==> config.mk <==
export PLATFORM = sky130hd
export DESIGN_NAME = multi_adder_datapath
export DESIGN_NICKNAME = d
export VERILOG_FILES = /design/src/rtl/multi_adder_datapath.sv
export SDC_FILE = /design/constraint.sdc
export NUM_CORES = 1
export LEC_CHECK = 0
export ABC_AREA = 1
export BUFFER_PORTS_ARGS = -buffer_cell sky130_fd_sc_hd__buf_2
export CAP_MARGIN = 20
export CORE_MARGIN = 4
export CORE_UTILIZATION = 50
export CTS_BUF_LIST = sky130_fd_sc_hd__clkbuf_4 sky130_fd_sc_hd__clkbuf_8
export CTS_CLUSTER_SIZE = 40
export DETAILED_ROUTE_END_ITERATION = 10
export GPL_ROUTABILITY_DRIVEN = 1
export PLACE_DENSITY = 0.74
export SYNTH_ARGS = -nofsm -noshare
export SYNTH_HDL_FRONTEND = slang
export SYNTH_SLANG_ARGS = --single-unit
==> constraint.sdc <==
create_clock -name clk -period 2 [get_ports clk]
set_input_delay 0.3 -clock clk [delete_from_list [all_inputs] [get_ports clk]]
set_output_delay 0.3 -clock clk [all_outputs]
set_load 0.02 [all_outputs]
==> src/rtl/multi_adder_datapath.sv <==
// Multi-cycle chunked add/sub: CHUNK bits per cycle, LSB slice first, carry chained between slices.
// Define DATAPATH_ACCUM_EN to add a WIDTH-bit accumulator (op 10 accumulate, op 11 clear).
module multi_adder_datapath #(
  parameter int WIDTH = 8,
  parameter int CHUNK = 4
) (
  input  logic             clk,
  input  logic             rst_n,
  input  logic             load,
  input  logic [1:0]       op,
  input  logic [WIDTH-1:0] a,
  input  logic [WIDTH-1:0] b,
  input  logic             cin,
  output logic [WIDTH:0]   result,
  output logic             busy,
  output logic             done,
  output logic             overflow
);
  localparam int N  = WIDTH / CHUNK;
  localparam int IW = (N > 1) ? $clog2(N) : 1;
  localparam logic [IW-1:0] LAST = IW'(N - 1);

  typedef enum logic [1:0] {IDLE, RUN, DONE} state_t;

  state_t           state_q;
  logic [WIDTH-1:0] opa_q, opb_q;
  logic             cin_q, carry_q;
  logic [IW-1:0]    idx_q;
  logic [WIDTH:0]   result_q;
  logic             busy_q, done_q, ovf_q;
`ifdef DATAPATH_ACCUM_EN
  logic [WIDTH-1:0] acc_q;
  logic             accum_q;
`endif

  // Effective operands: subtraction is folded into an add of ~b with carry-in forced to 1.
  logic [WIDTH-1:0] opa_d, opb_d;
  logic             cin_d, clear_op;
  always_comb begin
    opa_d    = a;
    opb_d    = b;
    cin_d    = cin;
    clear_op = 1'b0;
`ifdef DATAPATH_ACCUM_EN
    case (op)
      2'b01: begin
        opb_d = ~b;
        cin_d = 1'b1;
      end
      2'b10: begin
        opa_d = acc_q;
        opb_d = a;
      end
      2'b11: clear_op = 1'b1;
      default: ;
    endcase
`else
    if (op[0]) begin
      opb_d = ~b;
      cin_d = 1'b1;
    end
`endif
  end

  int             base;
  logic           slice_cin;
  logic [CHUNK:0] slice_sum;
  logic [WIDTH:0] result_d;
  logic           ovf_d;
  always_comb begin
    base      = int'(idx_q) * CHUNK;
    slice_cin = (idx_q == '0) ? cin_q : carry_q;
    slice_sum = {1'b0, opa_q[base +: CHUNK]} + {1'b0, opb_q[base +: CHUNK]}
              + {{CHUNK{1'b0}}, slice_cin};
    result_d  = result_q;
    result_d[base +: CHUNK] = slice_sum[CHUNK-1:0];
    if (idx_q == LAST) result_d[WIDTH] = slice_sum[CHUNK];
    ovf_d = (opa_q[WIDTH-1] == opb_q[WIDTH-1]) && (result_d[WIDTH-1] != opa_q[WIDTH-1]);
  end

  always_ff @(posedge clk or negedge rst_n) begin
    if (!rst_n) begin
      state_q  <= IDLE;
      opa_q    <= '0;
      opb_q    <= '0;
      cin_q    <= 1'b0;
      carry_q  <= 1'b0;
      idx_q    <= '0;
      result_q <= '0;
      busy_q   <= 1'b0;
      done_q   <= 1'b0;
      ovf_q    <= 1'b0;
`ifdef DATAPATH_ACCUM_EN
      acc_q    <= '0;
      accum_q  <= 1'b0;
`endif
    end else begin
      done_q <= 1'b0;
      case (state_q)
        IDLE, DONE: begin
          busy_q  <= 1'b0;
          state_q <= IDLE;
          if (load) begin
            opa_q    <= opa_d;
            opb_q    <= opb_d;
            cin_q    <= cin_d;
            carry_q  <= 1'b0;
            idx_q    <= '0;
            result_q <= '0;
            ovf_q    <= 1'b0;
`ifdef DATAPATH_ACCUM_EN
            accum_q  <= (op == 2'b10);
            if (clear_op) acc_q <= '0;
`endif
            if (clear_op) begin
              state_q <= DONE;
              done_q  <= 1'b1;
            end else begin
              state_q <= RUN;
              busy_q  <= 1'b1;
            end
          end
        end
        RUN: begin
          result_q <= result_d;
          carry_q  <= slice_sum[CHUNK];
          idx_q    <= idx_q + IW'(1);
          if (idx_q == LAST) begin
            state_q <= DONE;
            busy_q  <= 1'b0;
            done_q  <= 1'b1;
            ovf_q   <= ovf_d;
`ifdef DATAPATH_ACCUM_EN
            if (accum_q) acc_q <= result_d[WIDTH-1:0];
`endif
          end
        end
        default: state_q <= IDLE;
      endcase
    end
  end

  assign result   = result_q;
  assign busy     = busy_q;
  assign done     = done_q;
  assign overflow = ovf_q;
endmodule

After elaboration in Yosys (flattened, before gate mapping):

Index checks and enable logic that the tools add are counted.
W data, S select, Z words.

* register bits after elaboration: 33
* input bits: 22
* logic and storage cells: 53

* add/subtract/negate cells: 4
* equality and inequality tests: 6
* shift-type cells: 4
* multiplexer cells: 20
* bitwise operators: 1
* reduce and logical (&&, ||, !) cells: 8

Operators with widths (count)
* $neg A3 Y33: 1
* $shift A4 B33 Y9 const A: 1
* $shiftx A4 B33 Y9: 1
* $pmux W9 S2: 1
* $shiftx A8 B4 Y4: 2
* $mux W1: 10
* $bwmux W9: 1
* $mux W9: 1
* $mux W8: 1
* $not A8 Y8: 1
* $pmux W1 S2: 4
* $reduce_and A2 Y1: 3
* $add A4 B4 Y5: 1
* $add A5 B1 Y5: 1
* $ne A2 B2 Y1 const B: 2
* $pmux W2 S2: 1
* $reduce_and A3 Y1: 1
* $eq A2 B1 Y1 const B: 1
* $eq A2 B2 Y1 const B: 1
* $logic_not A2 Y1: 1
* $mux W2: 1
* $reduce_bool A2 Y1: 1
* $reduce_or A2 Y1: 1
* $add A1 B1 Y1 const B: 1
* other kinds (3): 3

Logic depth before layout (Yosys ltp):

* depth in word-level cells: 9
* gate-level depth with buffers: 13

Least setup slack after synthesis:

No wires, ideal clock.

* path type: register -> register
* from: reg idx_q
* to: reg carry_q
* library setup time: 133 ps
* data arrival time: 1923 ps
* required time: 1867 ps
* slack: -55 ps
* stages on the path, launching flop included: 10
* cells stage by stage: dfrtp_1 -> buf_2 -> mux2i_1 -> fa_1 -> inv_1 -> fa_1 -> a21oi_1 -> nor2_1 -> o21ai_0 -> o21ai_0

* longest elaborated chain between the ends: 4

Ends and longest elaborated chain
* from (decl): RTL line 28 `logic [IW-1:0] idx_q;`
* from (signal assigned): RTL line 127 `idx_q <= idx_q + IW'(1);`
* $shiftx A8 B4 Y4: RTL line 73 `slice_sum = {1'b0, opa_q[base +: CHUNK]} + {1'b0, opb_q[base +: CHUNK]}`
* $add A4 B4 Y5: RTL line 73
* $add A5 B1 Y5 *: RTL line 74 `+ {{CHUNK{1'b0}}, slice_cin};`
* $pmux W1 S2 *: RTL line 99 `case (state_q)`
* to (signal assigned): RTL line 126 `carry_q <= slice_sum[CHUNK];`
* to (decl): RTL line 27 `logic cin_q, carry_q;`

Every way passes the cells marked *; elsewhere a longest branch is shown, timed or not.
A chain may end at the register's enable or synchronous reset.

Worst setup path after layout:

Same ends and word-level chain as after synthesis.

==> flow_summary.yaml <==
outcome:
  status: "finished with violations"
  violations: "hold timing"
timing:
  fin_ws_ns: 0.09825
  slew_headroom: 0.5355
  rsz0062_at_grt: "yes"
  setup_viol: 0
  hold_violations: 10
  post-route-period-util: 0.9509
  fmax_ghz: 0.5258
  whs_ns: -0.007998
  skew_ns: 0.009592
  worst_slew_pin_slew_ns: 0.6968
  drv_slew: 0
  min_period_ns: 1.902
grt:
  grt.total_usage: 0.1716
  grt_max_degree: 34
  antenna_found_initial: 0
  grt_pass1_vias: 1266
  grt_pass1_wl_um: 5416
  grt-ovfl-total: 0
finish:
  final-seq-area_um2: 827.0
  antennaDiodeCount: 0
  design_area_um2: 1992
  nets: 251
  final_core_util: 0.6525
  drive_above_1_share: 0.3244
  synthToLayoutAreaGrowth_pct: 24.67
  nFillCells: 281
  multi_input_area_um2: 768.2
worst_setup_path:
  critPathRequiredTime_ns: 2.22
  cp-end-kind: "register"
  crit_type: "reg -> reg"
  r2r_start: "idx_q"
  start_kind: "register"
  path_common_cell: "fa_2"
  cp_max_fo: 7
  reg2reg_slack_ns: 0.1
  crit_buf_inv: 1
  slowest_delay_ns: 0.47
  crit_slowest_cell: "dfrtp_2"
  path_cells: "mux2i_2 > fa_2 > inv_2 > fa_2 > a21oi_2 > nor2_1 > o21ai_1 > o21ai_0"
  arrival_ns: 2.12
  crit_family: "adder cells"
  crit_start: "idx_q"
power:
  power_density_nw_per_um2: 1863
  seq_power_share: 0.312
  irDropWorstVdd_mv: 0.9855
  p_sw_uw: 1638
  p_int_uw: 2072
  power_leakage_uw: 0.001037
  comb_power_share: 0.574
  switching_share: 0.4415
  clkPwrFrac: 0.114
clock_tree:
  cts.clk_slew.worst_paths_ns: 0.10
  numClockSinks: 33
  h-tree-depth: 2
  clk_latency_ns: 0.34
  clockBufferDepth: 2
  cts_tree: "done"
  cts_root_buffer: "clkbuf_4"
  cts_buffers: 5
  cts_hold_buf: 0
floorplan:
  rows: 20
  die_h_um: 64.53
  die_x_um: 64.53
  core_area_um2: 3053
  start_util: 0.5234
  ios: 34
  die-area_um2: 4164
synth:
  syn-num-nets: 210
  syn_area_um2: 1598
  synth_warnings: 0
  synthCells: 183
  ys_ff_latch: 33
  ys_types: 18
  synth_seq_area_share: 0.5168
  synth.avg_cell_area_um2: 8.731
place:
  gp_congestion: 0.8345
  place_ws_ns: -0.03871
  post_dp_cell_area_um2: 1834
  port_buffers: 32
  dp_hpwl_um: 2286
route:
  vias_per_cell: 4.818
  drt-initial-drc-count: 73
  wire_per_inst_um: 11.69
  drt_wl_total_um: 3145
  num_vias: 1296
  ant_nets: 0
  drcViolationCount: 0
  first_pass_iters: 5
hold_path:
  hp-class: "in -> async"
run:
  drv_cap: 0
-- stage by stage --
| stage | setup TNS, ns | total power (uW) | cells | hold slack [ns] |
|---|---|---|---|---|
| 4_1_cts | 0 | 3364 | 267 | 0.02360 |
| 2_1_floorplan | 0 | 2423 | 183 | 0.004409 |
| 6_report | 0 | 3710 | 269 | -0.007998 |
| 5_1_grt | -0.03418 | 4079 | 269 | 0.05585 |
| 3_5_place_dp | -0.06004 | 2935 | 259 | 0.3935 |
| 3_3_place_gp | -0.03545 | 2894 | 259 | 0.3850 |
-- worst paths after layout --
check                      cells past startpoint          to
setup / recovery                               8     carry_q
hold / removal                                 1  state_q[0]
setup reg to reg                               8     carry_q
hold reg to reg                                2    overflow
max in group asynchronous                      1       idx_q
min in group clk                               3    opa_q[1]
-- cell usage after synthesis --
library cell / number / share of area
fa_1: 2 / 0.025
inv_2: 1 / 0.0023
a21oi_2: 1 / 0.0055
nand3_1: 11 / 0.034
ha_1: 3 / 0.023
nand2_1: 70 / 0.16
inv_1: 9 / 0.021
o21ai_0: 23 / 0.072
nor2_4: 2 / 0.014
nand3_2: 2 / 0.013
a21oi_1: 1 / 0.0031
xnor2_1: 9 / 0.049
nor2_1: 4 / 0.0094
nand2_2: 2 / 0.0078
buf_2: 7 / 0.022
or2_2: 1 / 0.0039
mux2i_1: 2 / 0.013
dfrtp_1: 33 / 0.52
-- metal layers --
metal | track usage | wire length, um | share of wire
met2 | 0.2796 | 1550 | 0.49
met5 | 0 | 0 | 0
met3 | 0.05026 | 190 | 0.060
met4 | 0.09763 | 85 | 0.027
met1 | 0.2016 | 1319 | 0.42
-- cells in the final DEF (no fill, tap or decap), drive strengths merged --
cell	count
ha	3
nor2	6
inv	10
nand2	72
mux2i	2
buf	41
clkbuf	7
xnor2	9
fa	2
nand3	13
clkinv	1
a21oi	2
o21ai	23
dfrtp	33
or2	1
-- cell families (layout without fill, tap and decap cells) --
kind of cell             Yosys count  after routing  synth area share
adder cells (fa/ha/maj)            5              5           0.04855
multiplexers                       2              2           0.01253
AND/OR/NAND/NOR                   92             92            0.2467
flip-flops                        33             33            0.5168
buffers and inverters             17             59           0.04541
AO/OA/AOI/OAI                     25             25           0.08066
XOR/XNOR                           9              9           0.04934
-- repair_timing --
action | CTS | global route
gates resized for setup | 1 | 20
setup endpoints to repair | 4 | 7
setup buffers | 0 | 2
pin swaps | 0 | 3
-- power by group through the flow --
stage          registers, uW  logic (uW)  clock network, uW
6_report                1160        2130                422
5_1_grt                 1190        2420                468
4_1_cts                 1150        1780                433
3_5_place_dp            1160        1780                  0
3_3_place_gp            1150        1740                  0
2_1_floorplan           1230        1200                  0
-- registers in the layout, indices dropped and copies added, names as in the netlist, 2 cells and up --
| register | count |
|---|---|
| result | 9 |
| state_q | 2 |
| opa_q | 8 |
| opb_q | 8 |
-- final cells by class --
class | count | area share
sequential | 33 | 0.4152
clock buffer | 7 | 0.03266
multi-input combinational | 133 | 0.3857
clock inverter | 1 | 0.002513
tap | 44 | 0.02764
inverter | 10 | 0.02010
timing repair buffer | 41 | 0.1162
Note: power is estimated with default switching activity, not from simulation.
